==> src/rtl/turbo_frame_serializer_if.sv <==
// Handshake bundle for the turbo frame serializer: word input side,
// serial bit output side and the completed-frame counter.
interface turbo_frame_serializer_if #(
    parameter int CNT_W = 8
);
    logic             in_valid;
    logic             in_ready;
    logic [7:0]       sys_byte;
    logic [7:0]       par_byte;
    logic             out_valid;
    logic             out_ready;
    logic             ser_bit;
    logic             frame_start;
    logic             frame_end;
    logic [CNT_W-1:0] frame_cnt;

    modport master (
        output in_valid, sys_byte, par_byte, out_ready,
        input  in_ready, out_valid, ser_bit, frame_start, frame_end, frame_cnt
    );

    modport slave (
        input  in_valid, sys_byte, par_byte, out_ready,
        output in_ready, out_valid, ser_bit, frame_start, frame_end, frame_cnt
    );
endinterface

==> src/rtl/turbo_frame_serializer.sv <==
// Serializes {systematic, parity} words into 24-bit frames: 8 sync bits, then
// 16 payload bits interleaving each systematic bit with one parity bit.
//
// state | meaning
// IDLE  | no frame in flight, out_valid low, waiting for a queued word
// HDR   | presenting sync header bits 0..7
// PAY   | presenting payload bits 8..23
module turbo_frame_serializer #(
    parameter logic [7:0] SYNC  = 8'hB8,
    parameter int         CNT_W = 8
) (
    input  logic                     clk,
    input  logic                     rst,
    turbo_frame_serializer_if.slave  bus
);
    typedef enum logic [1:0] {IDLE, HDR, PAY} state_t;

    state_t           state;
    logic [15:0]      mem [2];
    logic             wr_ptr;
    logic             rd_ptr;
    logic [1:0]       count;
    logic             run;
    logic [23:0]      shreg;
    logic [4:0]       bit_cnt;
    logic             valid_q;
    logic             start_q;
    logic             end_q;
    logic [CNT_W-1:0] cnt_q;
    logic             push;
    logic             pop;
    logic             hs;
    logic             last_bit;
    logic [23:0]      next_frame;

    // Whole frame is precomputed at pop time so later input changes cannot leak in.
    function automatic logic [23:0] build_frame(input logic [15:0] w);
        logic [15:0] p;
        p = '0;
        for (int i = 0; i < 8; i++) begin
            p[15 - 2*i] = w[8 + i];
            p[14 - 2*i] = (i % 2 == 0) ? w[4 + i/2] : w[(i - 1)/2];
        end
        return {SYNC, p};
    endfunction

    // run holds in_ready low during reset and releases it on the first edge after.
    assign bus.in_ready    = run & (count != 2'd2);
    assign push            = bus.in_valid & bus.in_ready;
    assign hs              = valid_q & bus.out_ready;
    assign last_bit        = (bit_cnt == 5'd23);
    assign pop             = (count != 2'd0) & ((state == IDLE) | (hs & last_bit));
    assign next_frame      = build_frame(mem[rd_ptr]);

    assign bus.out_valid   = valid_q;
    assign bus.ser_bit     = shreg[23];
    assign bus.frame_start = start_q;
    assign bus.frame_end   = end_q;
    assign bus.frame_cnt   = cnt_q;

    always_ff @(posedge clk) begin
        if (push) begin
            mem[wr_ptr] <= {bus.sys_byte, bus.par_byte};
        end
    end

    always_ff @(posedge clk or posedge rst) begin
        if (rst) begin
            run    <= 1'b0;
            count  <= 2'd0;
            wr_ptr <= 1'b0;
            rd_ptr <= 1'b0;
        end else begin
            run <= 1'b1;
            if (push) begin
                wr_ptr <= ~wr_ptr;
            end
            if (pop) begin
                rd_ptr <= ~rd_ptr;
            end
            case ({push, pop})
                2'b10:   count <= count + 2'd1;
                2'b01:   count <= count - 2'd1;
                default: count <= count;
            endcase
        end
    end

    always_ff @(posedge clk or posedge rst) begin
        if (rst) begin
            state   <= IDLE;
            shreg   <= '0;
            bit_cnt <= 5'd0;
            valid_q <= 1'b0;
            start_q <= 1'b0;
            end_q   <= 1'b0;
            cnt_q   <= '0;
        end else begin
            if (hs && last_bit) begin
                cnt_q <= cnt_q + 1'b1;
            end
            if (pop) begin
                state   <= HDR;
                shreg   <= next_frame;
                bit_cnt <= 5'd0;
                valid_q <= 1'b1;
                start_q <= 1'b1;
                end_q   <= 1'b0;
            end else if (hs) begin
                if (last_bit) begin
                    state   <= IDLE;
                    shreg   <= '0;
                    bit_cnt <= 5'd0;
                    valid_q <= 1'b0;
                    start_q <= 1'b0;
                    end_q   <= 1'b0;
                end else begin
                    shreg   <= {shreg[22:0], 1'b0};
                    bit_cnt <= bit_cnt + 5'd1;
                    start_q <= 1'b0;
                    end_q   <= (bit_cnt == 5'd22);
                    if (bit_cnt == 5'd7) begin
                        state <= PAY;
                    end
                end
            end
        end
    end
endmodule
==> src/flat_wrapper.sv <==
// flat-port wrapper written by rule: the top's interface ports become plain ports
module turbo_frame_serializer_flat 
#(
    parameter logic [7:0] SYNC  = 8'hB8,
    parameter int         CNT_W = 8
)
  (clk, rst, bus_in_valid, bus_sys_byte, bus_par_byte, bus_out_ready, bus_in_ready, bus_out_valid, bus_ser_bit, bus_frame_start, bus_frame_end, bus_frame_cnt);
  turbo_frame_serializer_if #(.CNT_W(CNT_W)) bus_i ();
  input  logic clk;
  input  logic rst;
  input wire logic [$bits(bus_i.in_valid)-1:0] bus_in_valid;
  input wire logic [$bits(bus_i.sys_byte)-1:0] bus_sys_byte;
  input wire logic [$bits(bus_i.par_byte)-1:0] bus_par_byte;
  input wire logic [$bits(bus_i.out_ready)-1:0] bus_out_ready;
  output wire logic [$bits(bus_i.in_ready)-1:0] bus_in_ready;
  output wire logic [$bits(bus_i.out_valid)-1:0] bus_out_valid;
  output wire logic [$bits(bus_i.ser_bit)-1:0] bus_ser_bit;
  output wire logic [$bits(bus_i.frame_start)-1:0] bus_frame_start;
  output wire logic [$bits(bus_i.frame_end)-1:0] bus_frame_end;
  output wire logic [$bits(bus_i.frame_cnt)-1:0] bus_frame_cnt;
  assign bus_i.in_valid = bus_in_valid;
  assign bus_i.sys_byte = bus_sys_byte;
  assign bus_i.par_byte = bus_par_byte;
  assign bus_i.out_ready = bus_out_ready;
  assign bus_in_ready = bus_i.in_ready;
  assign bus_out_valid = bus_i.out_valid;
  assign bus_ser_bit = bus_i.ser_bit;
  assign bus_frame_start = bus_i.frame_start;
  assign bus_frame_end = bus_i.frame_end;
  assign bus_frame_cnt = bus_i.frame_cnt;
  turbo_frame_serializer #(.SYNC(SYNC), .CNT_W(CNT_W)) u_core (.clk(clk), .rst(rst), .bus(bus_i));
endmodule
==> config.mk <==
export PLATFORM = sky130hd
export DESIGN_NAME = turbo_frame_serializer_flat
export DESIGN_NICKNAME = d
export VERILOG_FILES = /design/src/rtl/turbo_frame_serializer_if.sv /design/src/rtl/turbo_frame_serializer.sv /design/src/flat_wrapper.sv
export SDC_FILE = /design/constraint.sdc
export NUM_CORES = 1
export LEC_CHECK = 0
export CAP_MARGIN = 20
export CORE_MARGIN = 5
export CORE_UTILIZATION = 45
export CTS_BUF_LIST = sky130_fd_sc_hd__clkbuf_8 sky130_fd_sc_hd__clkbuf_16
export DETAILED_ROUTE_END_ITERATION = 8
export HOLD_SLACK_MARGIN = 0.05
export PLACE_DENSITY = 0.68
export SETUP_SLACK_MARGIN = 0.15
export SLEW_MARGIN = 20
export SYNTH_ARGS = -nofsm -noshare
export SYNTH_HDL_FRONTEND = slang
export SYNTH_SLANG_ARGS = --single-unit
==> constraint.sdc <==
create_clock -name clk -period 1.9 [get_ports clk]
set_clock_uncertainty 0.05 [all_clocks]
set_input_delay 0.285 -clock clk [delete_from_list [all_inputs] [get_ports clk]]
set_output_delay 0.285 -clock clk [all_outputs]
set_load 0.02 [all_outputs]
==> metrics.cfg <==
[status]
outcome=completed

[route]
wl_met1_um=2453
met2_length_um=2521
post_drt_wl_per_cell_um=14.39
top_layer_used=met4
route.met3.wl_um=223
drcViolationCount=0
ant_nets=0
via_per_inst=5.151
drtIter0Drc=90
vias=1911
first_pass_iters=4
wirelength_um=5339

[synth]
synth_edf_count=32
synth_area_um2=3138
synth_warnings=0
avgSynthCellArea_um2=14.20
synth_top_area_share_pct=37.48
yosys.area.top_type=dfrtp_1
ys_ff_latch=79
synth.yosys.seq_area_share_pct=68.10
synth_ff_type=dfrtp_1
synthCells=221
synth_cell_types=36
synth_nets=245
synth_area_leaders=dfrtp_1 37%, edfxtp_1 31%, mux2i_1 5.1%
async_flop_share_pct=59.49

[floorplan]
core_area_um2=6794
chipHeight_um=93.51
die_area_um2=8743
start_util_pct=46.19
rows=30
fp.dieW_um=93.51
ios=33

[power]
power_frac_seq_pct=49.8
switching_share_pct=30.24
pwr-share-clk_pct=23.0
intPower_mw=3.488
powerDensity_nw_per_um2=1265
power.leakage_nw=1.630
pwr-share-comb_pct=27.2
vdd.ir_drop.worst_v=0.0006161
p_sw_mw=1.512

[worst_setup_path]
required_ns=1.56
rr_worst_depth=9
timing.reg2reg.setup_slack_ns=0.22
critical_path_cell_count=1
cp.buffers_inverters=1
critPathMaxFanout=4
startpoint_type=flip-flop
cpLargestDelayFamily=buffers and inverters
crit_start=u_core.bus.frame_cnt[5]
r2r_start=u_core.bit_cnt[1]
cp_slowest_stage_delay_ns=0.62
worstPathCellList=clkdlybuf4s50_1
crit_slowest_cell=clkdlybuf4s50_1
crit_path_end_kind=primary output
crit_type=reg2out
cp_data_arrival_time_ns=1.36

[clock_tree]
htreeDepth=3
cts_buffers=9
clkTransAtPathRegs_ns=0.08
clock_path_buffers=2
cts.sinks=79
cts_tree=done
root_buffer=clkbuf_8
insertion_delay_ns=0.34

[layout]
syn_to_final_growth_pct=26.00
drive_gt1_share_pct=16.36
instances_no_fill=371
fin_util_pct=58.20
diodes=0
nets=294
register_area_um2=2140
nFillCells=554
multi_input_area_um2=997.2

[global_route]
grt_max_degree=48
grt.total_usage_pct=13.38
grt_pass1_wl_um=8776
grt-ovfl-total=0
grt_pass1_vias=1859
antenna_found_initial=0

[sta]
setup_tns_ns=0
setup_viol=0
max_freq_mhz=590.6
rsz0062_at_grt=true
fin_crit_ns=1.693
finalHoldViolCount=0
final_max_slew_viol_count=0
fin_crit_sh_pct=89.12

[placement]
numPortBuffers=32
dp_cells=351
gp_congestion=0.7725
dpl.hpwl_um=3349

[run]
max_cap_violations=0

[min_path]
hold_path_class=in2async

==> cells in the final DEF (no fill, tap or decap), types with 6 or more instances in the layout <==
cell | Yosys | final
dfrtp_1 | 47 | 45
edfxtp_1 | 32 | 32
clkdlybuf4s50_1 | 0 | 25
nand2_1 | 17 | 17
mux2i_1 | 16 | 16
o21ai_1 | 17 | 16
a22oi_1 | 15 | 15
xnor2_1 | 10 | 9
clkbuf_8 | 0 | 9
buf_4 | 1 | 9
dlygate4sd2_1 | 0 | 6
==> cells in the mapped netlist (2+ instances only) <==
cell,n
xnor2_1,10
o21ai_0,3
xor2_1,3
dfrtp_1,47
mux2i_1,16
nand4_1,5
a21oi_1,2
a221o_1,4
nor2_1,5
a22oi_1,15
o21ai_1,17
inv_1,4
nand3_1,4
nand2_1,17
edfxtp_1,32
buf_2,6
and3_1,3
a22o_1,4
a41oi_1,2
a31oi_1,2
or2_1,2
ha_1,4
==> registers in the layout, indices dropped and copies added (netlist names) <==
signal,cells
u_core.bus.frame_start,1
u_core.bus.frame_cnt,8
u_core.mem,32
u_core.bus.frame_end,1
u_core.bit_cnt,5
u_core.shreg,24
u_core.run,1
u_core.count,2
u_core.state,2
u_core.rd_ptr,1
u_core.bus.out_valid,1
u_core.wr_ptr,1
==> layout make-up <==
class	count	share of cell area [%]
sequential	79	54.11
multi-input combinational	129	25.22
timing repair buffer	47	12.66
clock buffer	9	3.133
tap	96	3.038
clock inverter	7	1.456
inverter	4	0.3797
==> cell families after synthesis <==
| logic type | count (synthesis) | synth area share [%] |
|---|---|---|
| adders and majority gates | 4 | 1.595 |
| other | 1 | 0.1195 |
| muxes | 17 | 5.462 |
| xor gates and xnor gates | 13 | 3.628 |
| AOI/OAI and AO/OA | 53 | 12.08 |
| and+or+nand+nor | 41 | 6.858 |
| buffers and inverters | 13 | 2.153 |
| DFF | 79 | 68.10 |
==> power by group through the flow <==
stage               Sequential [mW]  Combinational, mW  Clock, mW
floorplan                      2.44              0.948          0
global placement               2.50               1.25          0
detailed placement             2.52               1.28          0
CTS                            2.49               1.28       1.19
global route                   2.54               1.52       1.25
finish                         2.49               1.36       1.15
==> through the flow <==
step	power (mW)	hold WS (ns)	setup slack (ns)	instance area, µm²
finish	5.000	0.2279	0.2067	3954
global route	5.312	0.2683	0.1309	3954
CTS	4.964	0.2267	0.1595	3882
detailed placement	3.798	0.4190	0.07313	3710
global placement	3.753	0.4117	0.09671	3710
floorplan	3.392	0.3339	0.1579	3189
==> worst reg2reg max path, stage by stage (launching register included) <==
cell and delay [ns]:
dfrtp_2 0.45, ha_4 0.21, nand3_4 0.11, nor2_4 0.05
o21ai_2 0.14, inv_2 0.07, ha_4 0.16, xnor2_2 0.12
nor2_2 0.11, xor2_1 0.14
==> what timing repair did <==
action	in CTS	in global routing
resized for setup	7	7
cloned	0	1
pin swaps	0	1
buffers inserted	0	3
hold buffers	0	0
endpoints found under the hold margin	0	0
endpoints found under the setup margin	7	16
==> per-layer routing <==
layer / GRT usage (%) / vias up
li1: - / 922
met1: 17.04 / 941
met2: 20.37 / 37
met3: 3.057 / 11
met4: 8.791 / 0
met5: 0 / -
==> final timing paths <==
path	end
setup / recovery	bus_frame_cnt[5]
hold / removal	u_core.bus.frame_cnt[6]
setup reg to reg	u_core.count[1]
hold reg to reg	u_core.bus.frame_cnt[7]
max in group asynchronous	u_core.bit_cnt[1]
min in group clk	u_core.bus.frame_cnt[7]
Power figures use the tool's default switching activity.
